`config.mk`:
```
export PLATFORM = sky130hd
export DESIGN_NAME = serial_addsub_module
export DESIGN_NICKNAME = d
export VERILOG_FILES = /design/src/rtl/serial_addsub_module.sv
export SDC_FILE = /design/constraint.sdc
export NUM_CORES = 1
export LEC_CHECK = 0
export CORE_ASPECT_RATIO = 0.9
export CORE_MARGIN = 1.5
export CORE_UTILIZATION = 58
export CTS_BUF_LIST = sky130_fd_sc_hd__clkbuf_8
export CTS_CLUSTER_SIZE = 40
export DETAILED_ROUTE_END_ITERATION = 10
export DONT_BUFFER_PORTS = 1
export HOLD_SLACK_MARGIN = 0.1
export PLACE_DENSITY = 0.82
export SYNTH_ARGS = -nofsm -noshare
export SYNTH_HDL_FRONTEND = slang
export SYNTH_SLANG_ARGS = --single-unit
```
`constraint.sdc`:
```
create_clock -name clk -period 2.9 [get_ports clk]
set_clock_uncertainty 0.15 [all_clocks]
set_input_delay 0.29 -clock clk [delete_from_list [all_inputs] [get_ports clk]]
set_output_delay 0.29 -clock clk [all_outputs]
set_load 0.02 [all_outputs]
```
`src/rtl/serial_addsub_module.sv`:
```
// Bit-serial (STEP bits per clock) two's-complement adder/subtractor with optional
// saturation on signed overflow. One operation takes WIDTH/STEP clocks in RUN.
module serial_addsub_module #(
  parameter int unsigned WIDTH = 4,
  parameter int unsigned STEP  = 1
) (
  input  logic             clk,
  input  logic             rst_n,
  input  logic             start,
  input  logic [WIDTH-1:0] a,
  input  logic [WIDTH-1:0] b,
  input  logic             s,
  input  logic             sat,
  output logic             busy,
  output logic             done,
  output logic [WIDTH-1:0] sum,
  output logic             v,
  output logic             c
);

  localparam int unsigned N    = WIDTH / STEP;
  localparam int unsigned CntW = (N > 1) ? $clog2(N) : 1;
  localparam logic [CntW-1:0] LastCnt = CntW'(N - 1);

  typedef enum logic [1:0] {StIdle, StRun, StDone} state_e;

  state_e           r_state;
  logic [WIDTH-1:0] r_a;
  logic [WIDTH-1:0] r_b;
  logic [WIDTH-1:0] r_res;
  logic             r_a_msb;
  logic             r_sat;
  logic             r_carry;
  logic [CntW-1:0]  r_cnt;

  logic [STEP:0]    w_carry;
  logic [STEP-1:0]  w_chunk;
  logic [WIDTH-1:0] w_res;
  logic [WIDTH-1:0] w_sat_val;
  logic [WIDTH-1:0] w_final;
  logic             w_v;

  // Ripple the current low STEP bits; operands shift right so the chunk is always at bit 0.
  always_comb begin
    w_carry    = '0;
    w_chunk    = '0;
    w_carry[0] = r_carry;
    for (int i = 0; i < STEP; i++) begin
      w_chunk[i]     = r_a[i] ^ r_b[i] ^ w_carry[i];
      w_carry[i + 1] = (r_a[i] & r_b[i]) | (w_carry[i] & (r_a[i] ^ r_b[i]));
    end
    w_res = r_res >> STEP;
    for (int i = 0; i < STEP; i++) begin
      w_res[WIDTH - STEP + i] = w_chunk[i];
    end
    // Only meaningful on the MSB chunk, which is the only time it is consumed.
    w_v       = w_carry[STEP] ^ w_carry[STEP-1];
    w_sat_val = r_a_msb ? {1'b1, {(WIDTH-1){1'b0}}} : {1'b0, {(WIDTH-1){1'b1}}};
    w_final   = (r_sat && w_v) ? w_sat_val : w_res;
  end

  always_ff @(posedge clk or negedge rst_n) begin
    if (!rst_n) begin
      r_state <= StIdle;
      r_a     <= '0;
      r_b     <= '0;
      r_res   <= '0;
      r_a_msb <= 1'b0;
      r_sat   <= 1'b0;
      r_carry <= 1'b0;
      r_cnt   <= '0;
      busy    <= 1'b0;
      done    <= 1'b0;
      sum     <= '0;
      v       <= 1'b0;
      c       <= 1'b0;
    end else begin
      unique case (r_state)
        StIdle: begin
          done <= 1'b0;
          if (start) begin
            r_a     <= a;
            r_b     <= b ^ {WIDTH{s}};
            r_a_msb <= a[WIDTH-1];
            r_sat   <= sat;
            r_carry <= s;
            r_cnt   <= '0;
            r_res   <= '0;
            busy    <= 1'b1;
            r_state <= StRun;
          end
        end
        StRun: begin
          r_a     <= r_a >> STEP;
          r_b     <= r_b >> STEP;
          r_res   <= w_res;
          r_carry <= w_carry[STEP];
          if (r_cnt == LastCnt) begin
            sum     <= w_final;
            v       <= w_v;
            c       <= w_carry[STEP];
            busy    <= 1'b0;
            done    <= 1'b1;
            r_state <= StDone;
          end else begin
            r_cnt <= r_cnt + CntW'(1);
          end
        end
        StDone: begin
          done    <= 1'b0;
          r_state <= StIdle;
        end
        default: begin
          busy    <= 1'b0;
          done    <= 1'b0;
          r_state <= StIdle;
        end
      endcase
    end
  end

endmodule

```
After elaboration in Yosys (flattened, before gate mapping)
Cells that the tools add are included.
{"block": "word_totals", "in_bits": 13, "register_bits": 27}
{"block": "classes", "muxes": 21, "n_bitwise": 8, "add_sub_neg": 1, "n_eq_ne": 6, "n_reduce_logical": 9}
{"op": "$pmux W4 S2", "count": 3}
{"op": "$mux W4", "count": 5}
{"op": "$mux W2", "count": 4}
{"op": "$pmux W2 S2", "count": 2}
{"op": "$reduce_and A2 Y1", "count": 4}
{"op": "$ne A2 B2 Y1 const B", "count": 3}
{"op": "$reduce_and A3 Y1", "count": 2}
{"op": "$mux W1", "count": 5}
{"op": "$eq A2 B2 Y1 const B", "count": 2}
{"op": "$xor A4 B4 Y4", "count": 1}
{"op": "$pmux W1 S3", "count": 1}
{"op": "$xor A1 B1 Y1", "count": 3}
{"op": "$add A2 B1 Y2 const B", "count": 1}
{"op": "$and A1 B1 Y1", "count": 2}
{"op": "$eq A2 B1 Y1 const B", "count": 1}
{"op": "$logic_not A2 Y1", "count": 1}
{"op": "$pmux W1 S2", "count": 1}
{"op": "$reduce_bool A2 Y1", "count": 1}
{"op": "$logic_and A1 B1 Y1", "count": 1}
{"op": "$not A1 Y1", "count": 1}
{"op": "$or A1 B1 Y1", "count": 1}

Depth between registers and ports, before layout
Gate-level depths: netlist (run 1).
{"block": "logic_depth", "depth_word": 6, "depth_mapped": 5}

Worst setup path before layout (run 1)
Ideal clock, no wire load.
{"block": "synth_timing", "path_type": "flip-flop to flip-flop", "startpoint": "reg r_a[0]", "endpoint": "reg sum[3]", "t_arrival_ns": 1.583, "setup_ns": 0.121, "setup_slack_ns": 1.046, "stages_incl_launch_ff": 6, "t_required_ns": 2.629, "path_buffers": 0, "path_cell_list": "dfrtp_1 > inv_1 > fa_1 > xor2_1 > o311a_2 > a22o_1"}
{"block": "synth_via", "elab_chain_cells": 6, "word_cells_on_any_way": 8, "cone_classes": "mux: 1; bitwise: 6; reduce/logical: 1"}
{"item": "start: declaration", "line_no": "28", "rtl": "logic [WIDTH-1:0] r_a;"}
{"item": "start signal: assignment", "line_no": "94", "rtl": "r_a <= r_a >> STEP;"}
{"item": "$xor A1 B1 Y1", "line_no": "49, 50"}
{"item": "$and A1 B1 Y1", "line_no": "50", "rtl": "w_carry[i + 1] = (r_a[i] & r_b[i]) | (w_carry[i] & (r_a[i] ^ r_b[i]));"}
{"item": "$or A1 B1 Y1", "line_no": "50"}
{"item": "$xor A1 B1 Y1", "line_no": "57", "rtl": "w_v = w_carry[STEP] ^ w_carry[STEP-1];"}
{"item": "$logic_and A1 B1 Y1", "line_no": "59", "rtl": "w_final = (r_sat && w_v) ? w_sat_val : w_res;"}
{"item": "$mux W4 *", "line_no": "59"}
{"item": "end signal: assignment", "line_no": "99", "rtl": "sum <= w_final;"}
{"item": "end: declaration", "line_no": "16", "rtl": "output logic [WIDTH-1:0] sum,"}
Every way passes the cells marked *; elsewhere a longest branch is shown, timed or not.
A chain may end at the register's enable or synchronous reset.

Final worst setup path (run 1)
Ends and elaborated chain as after synthesis.

==> results of run 1 <==
final cells by class:
class	count	area, sq um
Clock buffer	3	41.29
Clock inverter	1	30.03
Fill cell	147	575.6
Inverter	6	22.52
Multi-Input combinational cell	75	531.8
Sequential cell	26	650.6
Tap cell	25	31.28
Timing Repair Buffer	8	87.58
metal layers:
metal  wire, um  track usage, %  vias up
met5          0               0        -
met2       1186           36.46       28
met4          9           6.316        0
met1       1070           33.26      449
met3        170           7.962        3
li1           -               -      408
cell families after synthesis:
logic type	count (synthesis)
flops	26
xor+xnor	5
simple gates	22
buf+inv	12
fa+ha+maj	2
mux	3
compound gates	43
sequential cells by signal (all words and copies together), names as in the netlist:
name and flops:
sum 4, busy 1, r_sat 1, r_b 4, r_state 2, r_cnt 2
r_res 3, r_a_msb 1, done 1, c 1, r_carry 1, v 1
r_a 4
stage by stage:
| step | worst slack [ns] | area, sq um | instances |
|---|---|---|---|
| global route | 0.8348 | 1395 | 144 |
| floorplan | 1.046 | 1247 | 113 |
| finish | 0.9217 | 1395 | 144 |
| global placement | 1.010 | 1244 | 133 |
| CTS | 0.9163 | 1395 | 144 |
| detailed placement | 0.9243 | 1244 | 133 |
synthesized netlist by cell type (2+ instances only):
master / count / area [sq um]
xor2_1: 4 / 35.03
o2bb2a_1: 2 / 20.02
nand2b_1: 2 / 12.51
nor2b_1: 6 / 37.54
a2bb2oi_1: 6 / 52.55
nor2_1: 4 / 15.01
buf_6: 2 / 22.52
mux2_4: 2 / 30.03
dfrtp_1: 26 / 650.6
a22o_1: 6 / 52.55
o21ai_0: 15 / 75.07
a21oi_1: 6 / 30.03
a22oi_1: 5 / 37.54
inv_1: 6 / 22.52
clkbuf_1: 2 / 7.510
nand2_1: 7 / 26.28
worst max-delay path, cell delays in order, from the launching register on:
cell and delay, ns:
dfrtp_1 0.36, inv_1 0.07, fa_1 0.47, xor2_1 0.23, o311a_2 0.39, a22o_1 0.20
final timing paths:
check,from,end,cells past startpoint,slack (ns)
setup / recovery,r_a[0]$_DFFE_PN0P_,sum[3]$_DFFE_PN0P_,5,0.92
hold / removal,start,r_b[2]$_DFFE_PN0P_,3,0.10
setup reg to reg,r_a[0]$_DFFE_PN0P_,sum[3]$_DFFE_PN0P_,5,0.92
hold reg to reg,r_b[1]$_DFFE_PN0P_,r_b[1]$_DFFE_PN0P_,2,0.36
max in group asynchronous,rst_n,r_state[1]$_DFFE_PN0P_,2,2.15
min in group asynchronous,rst_n,r_b[2]$_DFFE_PN0P_,2,0.30
report_power, final:
group	total (mW)	internal [mW]	switching [mW]
registers	0.736	0.522	0.214
clock network	0.304	0.185	0.119
logic	0.536	0.272	0.264
total	1.58	0.979	0.597
repair_timing:
item / 4_1_cts / 5_1_grt
setup endpoints to repair: 0 / 0
hold endpoints to repair: 32 / 0
hold buffers: 7 / 0
==> impl_metrics.ini, run 1 <==
[finish]
area_growth_pct = 11.84
diodes = 0
mostFrequentLayoutCell = dfrtp_1
fin_util_pct = 70.79
final_cell_mix = dfrtp_1, o21ai_0, nand2_1
nets = 135
drive_gt1_share_pct = 10.08

[setup_path]
cp_max_fo = 6
endpoint_kind = flop
path_class = flop to flop
arrival_ns = 2.00
required_ns = 2.92
cp-start-kind = flop

[synth]
syn_inst = 113
synth_flop_cell = dfrtp_1
synth_area_sq_mm = 0.001247
yosys.cell_types.count = 28
synth-simple-area-share_pct = 9.829
synth_edf_count = 0
synth_xor_area_share_pct = 3.511
synth_top_family_by_area = compound AO/OA/AOI/OAI gates
syn-num-nets = 128
synth-seq-cells = 26
synth_warnings = 0
synthMuxAreaShare_pct = 3.310
avgSynthCellArea_sq_um = 11.04
yosysSeqAreaShare_pct = 52.16
synthArstFlopShare_pct = 100.0
synth_compound_area_share_pct = 23.37
synthAdderAreaFrac_pct = 2.608

[clocking]
cts_tree = built
cts_setup_buffers = 0
post_cts.resized_instances = 0
cts_max_level = 1
cts_root_buf = clkbuf_8
clkTransAtPathRegs_ns = 0.09
clockBufferDepth = 2
cts.sinks = 26
cts_inserted_buffers = 3
clock_latency_ns = 0.28

[routing]
drtIter0Drc = 22
drc = 0
vias = 888
ant_nets = 0
wl_per_cell_um = 16.92
dr.pass1.iters = 4
totalWireLength_mm = 2.436
viasPerCell = 6.167

[power]
power.density_mw_per_mm2 = 1129
finalPower_mw = 1.575
power.leakage_nw = 0.6244
peakVddDrop_mv = 0.8383

[global_route]
overflow = 0
grt_antenna_before_repair = 0
grt_max_degree = 27
grt_pass1_vias = 843
grt_usage_pct = 23.84
grt_pass1_wl_mm = 4.084

[timing]
grt_setup_unrepaired = false
fin_hold_ws_ns = 0.1011
finalSetupTns_ns = 0
fmax_ghz = 0.5055
max_slew.worst_pin.slew_ns = 0.5714
maxSlewViolCount = 0
finalCritPeriodShare_pct = 68.22
setup_violations = 0
relSlewSlack_pct = 61.83
final.min_clock_period_ns = 1.978
hold_viol = 0

[floorplan]
die_h_um = 47.00
die_w_um = 51.89
start_util_pct = 63.30
core_sq_mm = 0.001971
ios = 21
dieArea_sq_mm = 0.002438
core.rowCount = 15

[min_path]
hold_class = input port to flop

[placed_design]
gp_congestion = 0.8236
dp_hpwl_mm = 1.692
io_buffers = 0

[run_status]
status = finished clean

[flow_run]
maxCapViolations = 0
No activity file was read; power rests on OpenSTA's default activity.
==> run 2: changes to the inputs <==
--- a/config.mk
+++ b/config.mk
@@ -13,7 +13,7 @@
 export DETAILED_ROUTE_END_ITERATION = 10
 export DONT_BUFFER_PORTS = 1
 export HOLD_SLACK_MARGIN = 0.1
-export PLACE_DENSITY = 0.82
+export PLACE_DENSITY = 0.84
 export SYNTH_ARGS = -nofsm -noshare
 export SYNTH_HDL_FRONTEND = slang
 export SYNTH_SLANG_ARGS = --single-unit
==> constraint.sdc (replaced) <==
create_clock -name clk -period 1.77 [get_ports clk]
set_clock_uncertainty 0.15 [all_clocks]
set_input_delay 0.177 -clock clk [delete_from_list [all_inputs] [get_ports clk]]
set_output_delay 0.177 -clock clk [all_outputs]
set_load 0.02 [all_outputs]
==> impl_metrics.ini, run 2 (synthesis results as in run 1) <==
[run_status]
status = finished clean

[routing]
vias = 938
wl_per_cell_um = 17.82
drc = 0
viasPerCell = 5.937
dr.pass1.iters = 4
drtIter0Drc = 18
ant_nets = 0
totalWireLength_mm = 2.815

[placed_design]
post-place-cells = 138
io_buffers = 0
place_area_sq_mm = 0.001301
place_ws_ns = -0.001430
gp_congestion = 0.7456
dp_hpwl_mm = 1.709

[power]
power.density_mw_per_mm2 = 1801
finalPower_mw = 2.789
peakVddDrop_mv = 1.217
power.leakage_nw = 0.7013

[finish]
mostFrequentLayoutCell = dfrtp_1
fin_cells = 158
area_growth_pct = 24.17
stdcell_area_sq_mm = 0.001549
final_cell_mix = dfrtp_1, o21ai_0, dlygate4sd3_1, nand2_1, buf_4
fin_util_pct = 78.60
reg_top3 = r_a: 4 flops, r_b: 4 flops, sum: 4 flops
drive_gt1_share_pct = 17.29
nets = 149
fillers = 117
diodes = 0

[global_route]
grt_pass1_vias = 926
overflow = 0
grt_max_degree = 27
grt_antenna_before_repair = 0
grt_pass1_wl_mm = 4.450
grt_usage_pct = 26.28

[timing]
final.min_clock_period_ns = 1.768
grt_setup_unrepaired = true
fin_ws_ns = 0.001899
finalCritPeriodShare_pct = 99.89
hold_viol = 0
relSlewSlack_pct = 65.78
fmax_ghz = 0.5656
maxSlewViolCount = 0
max_slew.worst_pin.slew_ns = 0.5122
setup_violations = 0

[floorplan]
core_sq_mm = 0.001971
die_h_um = 47.00
die_w_um = 51.89
dieArea_sq_mm = 0.002438
core.rowCount = 15
start_util_pct = 63.30
ios = 21

[setup_path]
worstReg2RegEnd = sum[3]$_DFFE_PN0P_
endpoint_kind = flop
arrival_ns = 1.79
r2r_slack_ns = 0.002
required_ns = 1.79
cp_max_fo = 4
path_class = flop to flop
rr_startpoint = r_a[0]$_DFFE_PN0P_
ff2ff_path_depth = 5
cp-start-kind = flop

[clocking]
clkTransAtPathRegs_ns = 0.09
cts_max_level = 1
cts_inserted_buffers = 3
clockBufferDepth = 2
cts_tree = built
cts_root_buf = clkbuf_8
cts.sinks = 26
clock_latency_ns = 0.27

[min_path]
hold_class = input port to flop
min_path_cells = 3
holdPathEnd = r_b[1]$_DFFE_PN0P_
holdCritStartpoint = start

[flow_run]
maxCapViolations = 0
## run 2: cell count changes in the layout (fill, tap and decap cells not counted), sizes merged
cell / previous run / this run
buf: 2 / 8
dlymetal6s4s: 0 / 1
dlygate4sd3: 6 / 13
## run 2: layout make-up
class                           instances  area (sq um)  share of cell area [%]
Sequential cell                        26         650.6                   42.00
Multi-Input combinational cell         75         558.0                   36.03
Timing Repair Buffer                   22         215.2                   13.89
Clock buffer                            3         41.29                   2.666
Tap cell                               25         31.28                   2.019
Clock inverter                          1         30.03                   1.939
Inverter                                6         22.52                   1.454
## run 2: worst max-delay path by stage
stage | startpoint | end | slack, ns
global placement | r_carry$_DFFE_PN0P_ | sum[3]$_DFFE_PN0P_ | 0.05
CTS | r_carry$_DFFE_PN0P_ | sum[3]$_DFFE_PN0P_ | 0.01
floorplan | r_carry$_DFFE_PN0P_ | sum[3]$_DFFE_PN0P_ | -0.01
finish | r_a[0]$_DFFE_PN0P_ | sum[3]$_DFFE_PN0P_ | 0.002
detailed placement | r_carry$_DFFE_PN0P_ | sum[3]$_DFFE_PN0P_ | -0.001
global route | r_a[0]$_DFFE_PN0P_ | sum[3]$_DFFE_PN0P_ | -0.06
## run 2: critical path, stage by stage (launching register included)
cell     delay, ns
dfrtp_1       0.37
inv_2         0.05
fa_2          0.41
xor2_2        0.17
o311a_4       0.33
a22o_1        0.18
## run 2: per-stage QoR
stage | TNS (ns) | hold slack [ns]
final | 0 | 0.1121
after CTS | 0 | 0.1009
after global placement | 0 | -0.2678
after floorplan | -0.01443 | -0.2686
after global routing | -0.08400 | 0.1232
after detailed placement | -0.001430 | -0.2680
## run 2: report_power, final
part | switching (mW) | internal [mW] | leakage, nW
sequential | 0.338 | 0.856 | 0.323
clock | 0.186 | 0.303 | 0.0357
combinational | 0.529 | 0.578 | 0.342
## run 2: what timing repair did
item	in CTS	in global routing
resized for setup	0	4
hold buffers	15	0
setup endpoints to repair	1	5
endpoints found under the hold margin	38	0
setup buffers	1	0
pin swaps	0	1
## run 2: per-layer routing
metal	track usage, %	part of all wire (%)	up-vias
met3	7.962	4.6	2
met5	0	0	-
li1	-	-	441
met1	34.17	46	471
met4	7.895	0.60	0
met2	43.29	49	24
